## config.mk

```make
export PLATFORM = sky130hd
export DESIGN_NAME = mc_controller
export DESIGN_NICKNAME = d
export VERILOG_FILES = /design/src/rtl/mc_controller.sv
export SDC_FILE = /design/constraint.sdc
export NUM_CORES = 1
export LEC_CHECK = 0
export CORE_MARGIN = 2
export CORE_UTILIZATION = 54
export CTS_BUF_LIST = sky130_fd_sc_hd__clkbuf_8
export CTS_CLUSTER_SIZE = 16
export DETAILED_ROUTE_END_ITERATION = 12
export PLACE_DENSITY = 0.89
export SYNTH_ARGS = -nofsm -noshare
export SYNTH_HDL_FRONTEND = slang
export SYNTH_SLANG_ARGS = --single-unit
export TNS_END_PERCENT = 10
```

## constraint.sdc

```tcl
create_clock -name clk -period 3.98 [get_ports clk]
set_clock_uncertainty 0.05 [all_clocks]
set_input_delay 0.597 -clock clk [delete_from_list [all_inputs] [get_ports clk]]
set_output_delay 0.597 -clock clk [all_outputs]
set_load 0.02 [all_outputs]
```

## src/rtl/mc_controller.sv

```systemverilog
// mc_controller: multi-cycle control FSM for the MIPS datapath.
// Decodes opcode/funct from the IR. Drives the per-cycle enables and mux
// selects for a datapath with a shared memory port and an IR/ALUOut register.
// Also keeps a sticky illegal-instruction flag and a retired-instruction counter.
//
// Ports:
//   clk, rst          clock, synchronous active-high reset
//   cbit, alucbit     opcode IR[31:26], funct IR[5:0]
//   zero              ALU zero flag (used in BRANCH)
//   pcWrite..pcSrc    datapath control outputs (combinational from state)
//   instr_done        high in each instruction's final state
//   illegal           sticky unknown opcode/funct flag, cleared by rst
//   instr_count       retired instructions, wraps modulo 2^CNT_W
//   dbg_state         current FSM state encoding, for observation only
//
// While rst is high, every output reads 0, including the registered ones.
// The datapath never sees a stale flag or count during reset.
module mc_controller #(
  parameter int CNT_W = 32
) (
  input  logic             clk,
  input  logic             rst,
  input  logic [5:0]       cbit,
  input  logic [5:0]       alucbit,
  input  logic             zero,
  output logic             pcWrite,
  output logic             irWrite,
  output logic             iord,
  output logic             memread,
  output logic             memwrite,
  output logic             memtoreg,
  output logic             regWrite,
  output logic             regDst,
  output logic             regJal,
  output logic             dataJal,
  output logic             alusrcA,
  output logic [1:0]       alusrcB,
  output logic [2:0]       aluOp,
  output logic [1:0]       pcSrc,
  output logic             instr_done,
  output logic             illegal,
  output logic [CNT_W-1:0] instr_count,
  output logic [3:0]       dbg_state
);

  typedef enum logic [3:0] {
    S_FETCH  = 4'd0,  S_DECODE = 4'd1,  S_MEMADR = 4'd2,  S_MEMRD  = 4'd3,
    S_MEMWB  = 4'd4,  S_MEMWR  = 4'd5,  S_RTEXE  = 4'd6,  S_RTWB   = 4'd7,
    S_IEXE   = 4'd8,  S_IWB    = 4'd9,  S_BRANCH = 4'd10, S_JUMP   = 4'd11,
    S_JAL    = 4'd12, S_JR     = 4'd13
  } state_t;

  localparam logic [2:0] ALU_ADD = 3'b000;
  localparam logic [2:0] ALU_SUB = 3'b001;
  localparam logic [2:0] ALU_AND = 3'b010;
  localparam logic [2:0] ALU_OR  = 3'b011;
  localparam logic [2:0] ALU_SLT = 3'b100;

  state_t           state, state_nxt;
  logic             illegal_q, illegal_set;
  logic [CNT_W-1:0] cnt_q;

  // Decode of the R-type funct field.
  // funct_ok covers every supported funct, including jr.
  logic       funct_ok;
  logic [2:0] funct_op;
  always_comb begin
    funct_ok = 1'b1;
    funct_op = ALU_ADD;
    case (alucbit)
      6'h20:   funct_op = ALU_ADD;
      6'h22:   funct_op = ALU_SUB;
      6'h24:   funct_op = ALU_AND;
      6'h25:   funct_op = ALU_OR;
      6'h2A:   funct_op = ALU_SLT;
      6'h08:   funct_op = ALU_ADD;
      default: funct_ok = 1'b0;
    endcase
  end

  always_ff @(posedge clk) begin
    if (rst) begin
      state     <= S_FETCH;
      illegal_q <= 1'b0;
      cnt_q     <= '0;
    end else begin
      state <= state_nxt;
      if (illegal_set) illegal_q <= 1'b1;
      if (instr_done)  cnt_q <= cnt_q + {{(CNT_W-1){1'b0}}, 1'b1};
    end
  end

  always_comb begin
    state_nxt   = S_FETCH;
    illegal_set = 1'b0;
    pcWrite     = 1'b0;
    irWrite     = 1'b0;
    iord        = 1'b0;
    memread     = 1'b0;
    memwrite    = 1'b0;
    memtoreg    = 1'b0;
    regWrite    = 1'b0;
    regDst      = 1'b0;
    regJal      = 1'b0;
    dataJal     = 1'b0;
    alusrcA     = 1'b0;
    alusrcB     = 2'b00;
    aluOp       = ALU_ADD;
    pcSrc       = 2'b00;
    instr_done  = 1'b0;
    if (!rst) begin
      case (state)
        S_FETCH: begin
          memread   = 1'b1;
          irWrite   = 1'b1;
          alusrcB   = 2'b01;
          pcWrite   = 1'b1;
          state_nxt = S_DECODE;
        end
        S_DECODE: begin
          // Branch target is computed speculatively into ALUOut.
          alusrcB = 2'b11;
          case (cbit)
            6'h23, 6'h2B: state_nxt = S_MEMADR;
            6'h00: begin
              if (!funct_ok)            illegal_set = 1'b1;
              else if (alucbit == 6'h08) state_nxt = S_JR;
              else                       state_nxt = S_RTEXE;
            end
            6'h04, 6'h05: state_nxt = S_BRANCH;
            6'h08, 6'h0A: state_nxt = S_IEXE;
            6'h02:        state_nxt = S_JUMP;
            6'h03:        state_nxt = S_JAL;
            default:      illegal_set = 1'b1;
          endcase
        end
        S_MEMADR: begin
          alusrcA   = 1'b1;
          alusrcB   = 2'b10;
          state_nxt = (cbit == 6'h2B) ? S_MEMWR : S_MEMRD;
        end
        S_MEMRD: begin
          iord      = 1'b1;
          memread   = 1'b1;
          state_nxt = S_MEMWB;
        end
        S_MEMWB: begin
          regWrite   = 1'b1;
          memtoreg   = 1'b1;
          instr_done = 1'b1;
        end
        S_MEMWR: begin
          iord       = 1'b1;
          memwrite   = 1'b1;
          instr_done = 1'b1;
        end
        S_RTEXE: begin
          alusrcA   = 1'b1;
          aluOp     = funct_op;
          state_nxt = S_RTWB;
        end
        S_RTWB: begin
          regWrite   = 1'b1;
          regDst     = 1'b1;
          instr_done = 1'b1;
        end
        S_IEXE: begin
          alusrcA   = 1'b1;
          alusrcB   = 2'b10;
          aluOp     = (cbit == 6'h0A) ? ALU_SLT : ALU_ADD;
          state_nxt = S_IWB;
        end
        S_IWB: begin
          regWrite   = 1'b1;
          instr_done = 1'b1;
        end
        S_BRANCH: begin
          alusrcA    = 1'b1;
          aluOp      = ALU_SUB;
          pcSrc      = 2'b01;
          // Opcode bit 0 distinguishes bne (0x05) from beq (0x04).
          pcWrite    = cbit[0] ? ~zero : zero;
          instr_done = 1'b1;
        end
        S_JUMP: begin
          pcSrc      = 2'b10;
          pcWrite    = 1'b1;
          instr_done = 1'b1;
        end
        S_JAL: begin
          // The PC still holds PC+4 from FETCH, so $31 gets the return address
          // on the same edge that the PC takes the jump target.
          pcSrc      = 2'b10;
          pcWrite    = 1'b1;
          regWrite   = 1'b1;
          regJal     = 1'b1;
          dataJal    = 1'b1;
          instr_done = 1'b1;
        end
        S_JR: begin
          alusrcA    = 1'b1;
          pcSrc      = 2'b11;
          pcWrite    = 1'b1;
          instr_done = 1'b1;
        end
        default: state_nxt = S_FETCH;
      endcase
    end
  end

  assign illegal     = illegal_q & ~rst;
  assign instr_count = rst ? '0 : cnt_q;
  assign dbg_state   = rst ? S_FETCH : state;

endmodule

```

After elaboration in Yosys (flattened, before gate mapping). Cells that the tools add are included. W data, S select, Z words.

Logic and storage cells: 92. Register bits after elaboration: 37. Output and inout bits: 56. Bits in read-only memories: 0. Bits in latches: 0. Input bits: 15. Memories kept: 0. RAM bits: 0.

Divide/modulo/power cells: 0. Reduce and logical (&&, ||, !) cells: 15. Multiplexer cells: 43. Bitwise logic cells: 3. Multipliers: 0. Equality and inequality tests: 27. Shifts and indexed selects: 0. Order comparisons: 0. $add $sub $neg: 1.

Operators with widths (number): $pmux W4 S6 (2); $eq A6 B6 Y1 const B (7); $add A32 B1 Y32 const B (1); $mux W32 (1); $mux W1 (26); $eq A4 B4 Y1 const B (6); $eq A6 B4 Y1 const B (3); $eq A4 B3 Y1 const B (4); $reduce_or A8 Y1 (2); $reduce_or A2 Y1 (7); $eq A6 B2 Y1 const B (2); $eq A6 B3 Y1 const B (2); $mux W4 (3); $pmux W2 S3 (2); $pmux W3 S4 (1); $mux W3 (3); $pmux W3 S3 (1); $eq A4 B2 Y1 const B (2); $reduce_or A4 Y1 (2); $logic_not A6 Y1 (1); $reduce_or A6 Y1 (1); $reduce_or A5 Y1 (1); $eq A4 B1 Y1 const B (1); $logic_not A4 Y1 (1); other kinds (4) (7).

Longest topological paths before layout.
Depth after elaboration: 7. Depth in mapped cells: 7. Gate-level depth less buffers: 6.

Worst setup path after synthesis. Ideal clock, no wire load.

Kind: input -> output. Start: input port rst. End: output port memread. Required time: 3333 ps. Setup slack: 1619 ps. Arrival: 1714 ps. Stages on the path: 3. Path buffers: 2. Path through: clkbuf_1 -> clkbuf_1 -> nor4_1.

Word-level cells in the longest chain between the ends: 1.

RTL lines: from (decl) (line 22) `input logic rst,`; $mux W1 (line 111) `if (!rst) begin`; to (decl) (line 29) `output logic memread,`.

No other way between the ends.

Final worst setup path.
Start: input port cbit[1]. End: output port aluOp[2].

Word-level cells in the longest chain between the ends: 4.

RTL lines: from (decl) (line 23) `input logic [5:0] cbit,`; $eq A6 B4 Y1 (line 170) `aluOp = (cbit == 6'h0A) ? ALU_SLT : ALU_ADD;`; $mux W3 (line 170); $pmux W3 S3 (line 112) `case (state)`; $mux W3 (line 111); to (decl) (line 38) `output logic [2:0] aluOp,`.

No other way between the ends.

==> metrics.md <==
| Metric | Value |
|---|---|
| Fraction of registers with async set/reset | 0% |
| Wire per inst | between 10 and 15 um |
| Fin crit period | 3.26 ns |
| Post-route insts no fill | 453 |
| Commonest non-fill, non-tap cell in the layout | clkdlybuf4s50_1 |
| Slew Limit Headroom | between 50% and 60% |
| Worst-margin pin slew | 0.721 ns |
| Dominant synthesized flop cell | dfxtp_1 |
| Pwr per Cell Area | 226 nW/um2 |
| Post-synth EDFFs | 0 |
| Internal Power | 0.000566 W |
| Postcts setup bufs | 0 |
| Worst-path cell chain | clkdlybuf4s50_1, nor2b_1, and3b_1, nand4_1, a21oi_1, clkdlybuf4s50_1 |
| Final Instance Area | 3330 um2 |
| Clock Tree Root | clkbuf_8 |
| Seq/Total Area, Yosys | 29.2% |
| CTS sink cnt | 37 |
| Period utilization | 81.9% |
| Post-Route Setup TNS | 0 ns |
| Syn avg cell area | 7.43 um2 |
| Congestion Overflow GR | 0 |
| Post-Place Cells | roughly 450 |
| Die H | 72.5 um |
| Final Max Slew Viols | 0 |
| Most common cell on crit path | clkdlybuf4s50_1 |
| Vias per inst | 5.92 |
| WHS | 0.455 ns |
| Area grow syn2layout | 31.3% |
| Crit path max fanout | 7 |
| Post-CTS resize count | 0 |
| Yosys top cell area share | a little under 30% |
| Leakage | 1.20 nW |
| Yosys warnings | 0 |
| Fin nets | 416 |
| Unrepaired setup endpoints after global routing | no |
| Buffers on Ports | 70 |
| Reg power frac | 50.3% |
| Vias in the first global route | around 2400 |
| Worst Hold Class | reg2reg |
| CTS HTree Levels | 2 |
| Final setup vio count | 0 |
| Worst-path clk slew | 0.07 ns |
| Row cnt | 24 |
| Combinational share of power | 11.4% |
| Post-Syn Area | 2530 um2 |
| Starting density of the core | 57.0% |
| Most frequent cells in the layout | clkdlybuf4s50_1, nor2_1, nor2b_1, dfxtp_1, xor2_1 |
| CP Launch Type | primary input |
| Slowest CP cell | clkdlybuf4s50_1 |
| Clock power share | 38.3% |
| Syn Inst Count | around 340 |
| Highest Clock Rate | just over 0.3 GHz |
| CTS tree | done |
| DR pass1 iterations | 4 |
| IO Pins | 71 |
| Total Routing Usage GR | 26.0% |
| Sw Share | 24.7% |
| Worst EP arrival | 2.61 ns |
| Syn_nets | 357 |
| Die X-Extent | between 70 and 80 um |
| Post-DRT Antenna Nets | 0 |
| MaxCap Viol Count | 0 |
| Fillers | 352 |
| WS Path Type | in2out |
| Area contributors post-synth | dfxtp_1, nor2b_1, xor2_1 |
| Drt total wl | 6.62 mm |
| Antenna Cells | 0 |
| Worst EP required | 3.33 ns |
| Hold-fix buffers, CTS | 0 |
| Die Area | 5260 um2 |
| First-pass GRT wire length | between 10 and 15 mm |
| Post-place instance area | 3230 um2 |
| Core ar. | around 4400 um2 |
| FF+latch count, synth | 37 |
| Final Hold Vio Count | 0 |
| CTS buffer count | 5 |
| Routability cong. | 0.925 |
| Clk Latency, worst-skew pair | 0.29 ns |
| Fraction of layout cells with a size suffix above 1 | 4.99% |
| Antenna violations before repair | 0 |
| Largest net degree at the start of global routing | 41 |
| Post-DP HPWL | 4.71 mm |
| Drt drc | 0 |
| 1st-iter DRT viols | 230 |
| Status | complete, no violations |
| Library cells used by synthesis | 54 |
| Area leader, netlist | dfxtp_1 |
| Clock Tree Buf Depth | 2 |
| CP peak stage delay | around 0.62 ns |
| CP endpoint kind | primary output |
| Peak VDD IR | 0.134 mV |
| Switching power | roughly 0.00019 W |
| Via count | 2683 |
cell type report:
class / instances / area, um2 / share of cell area, %
Clock buffer: 7 / 96.3 / 2.90
Clock inverter: 1 / 5.00 / 0.150
Inverter: 10 / 37.5 / 1.13
Multi-Input combinational cell: 274 / 1670 / 50.2
Sequential cell: 37 / 741 / 22.3
Tap cell: 52 / 65.1 / 1.96
Timing Repair Buffer: 72 / 711 / 21.4
per-layer routing:
metal	GRT usage (%)	wire (um)	vias to the layer above	share of wire [%]
met1	34.2	2870	1238	43
met3	6.67	554	7	8.4
met5	0	0	-	0
met2	43.1	3150	134	47
met4	5.56	48	0	0.72
li1	-	-	1304	-
synth_stat cells, types with 4 or more instances:
library cell / instances
a21oi_1: 12
a31oi_1: 4
and2_1: 4
and3_1: 6
clkbuf_1: 16
dfxtp_1: 37
inv_1: 10
nand2_1: 17
nand3_1: 14
nand4_1: 17
nor2_1: 52
nor2b_1: 39
nor3_1: 14
nor4_1: 5
o21ai_0: 12
or3_1: 7
xnor2_1: 6
xor2_1: 23
metrics by stage:
stage,power (W),setup WS [ns],utilization (%)
after floorplan,0.000433,1.62,-
after global placement,0.000469,0.796,72.6
after detailed placement,0.000471,0.746,72.6
after CTS,0.000752,0.742,74.9
after global routing,0.000778,0.593,74.9
final,0.000752,0.721,74.9
worst paths after layout:
kind | from | slack (ns) | end | depth (start not counted)
min | cnt_q[30] | 0.45 | cnt_q[30] | 2
max reg2reg | state[3] | 1.49 | cnt_q[29] | 5
min reg2reg | cnt_q[30] | 0.45 | cnt_q[30] | 2
max | cbit[1] | 0.72 | aluOp[2] | 6
critical path: cells and delay by family:
kind / cells / cell delay (ns)
AO/OA/AOI/OAI: 1 / 0.16
AND/OR/NAND/NOR: 3 / 0.65
buffers and inverters: 2 / 1.21
power groups by stage:
stage	Combinational, W	Sequential, W	Clock [W]
floorplan	0.0000514	0.000382	0
global placement	0.0000833	0.000386	0
detailed placement	0.0000844	0.000386	0
CTS	0.0000851	0.000378	0.000289
global route	0.0000928	0.000379	0.000307
finish	0.0000860	0.000378	0.000288
state kept, by name, indices dropped and copies added, names as in the netlist:
register / flops
cnt_q: 32
illegal_q: 1
state: 4
kinds of logic after synthesis:
logic type / synth area share, %
mux: 1.73
compound gates: 11.9
fa+ha+maj: 0.494
flops: 29.2
simple gates: 41.9
buf+inv: 4.79
xor+xnor: 10.0
No activity file was read; power rests on OpenSTA's default activity.
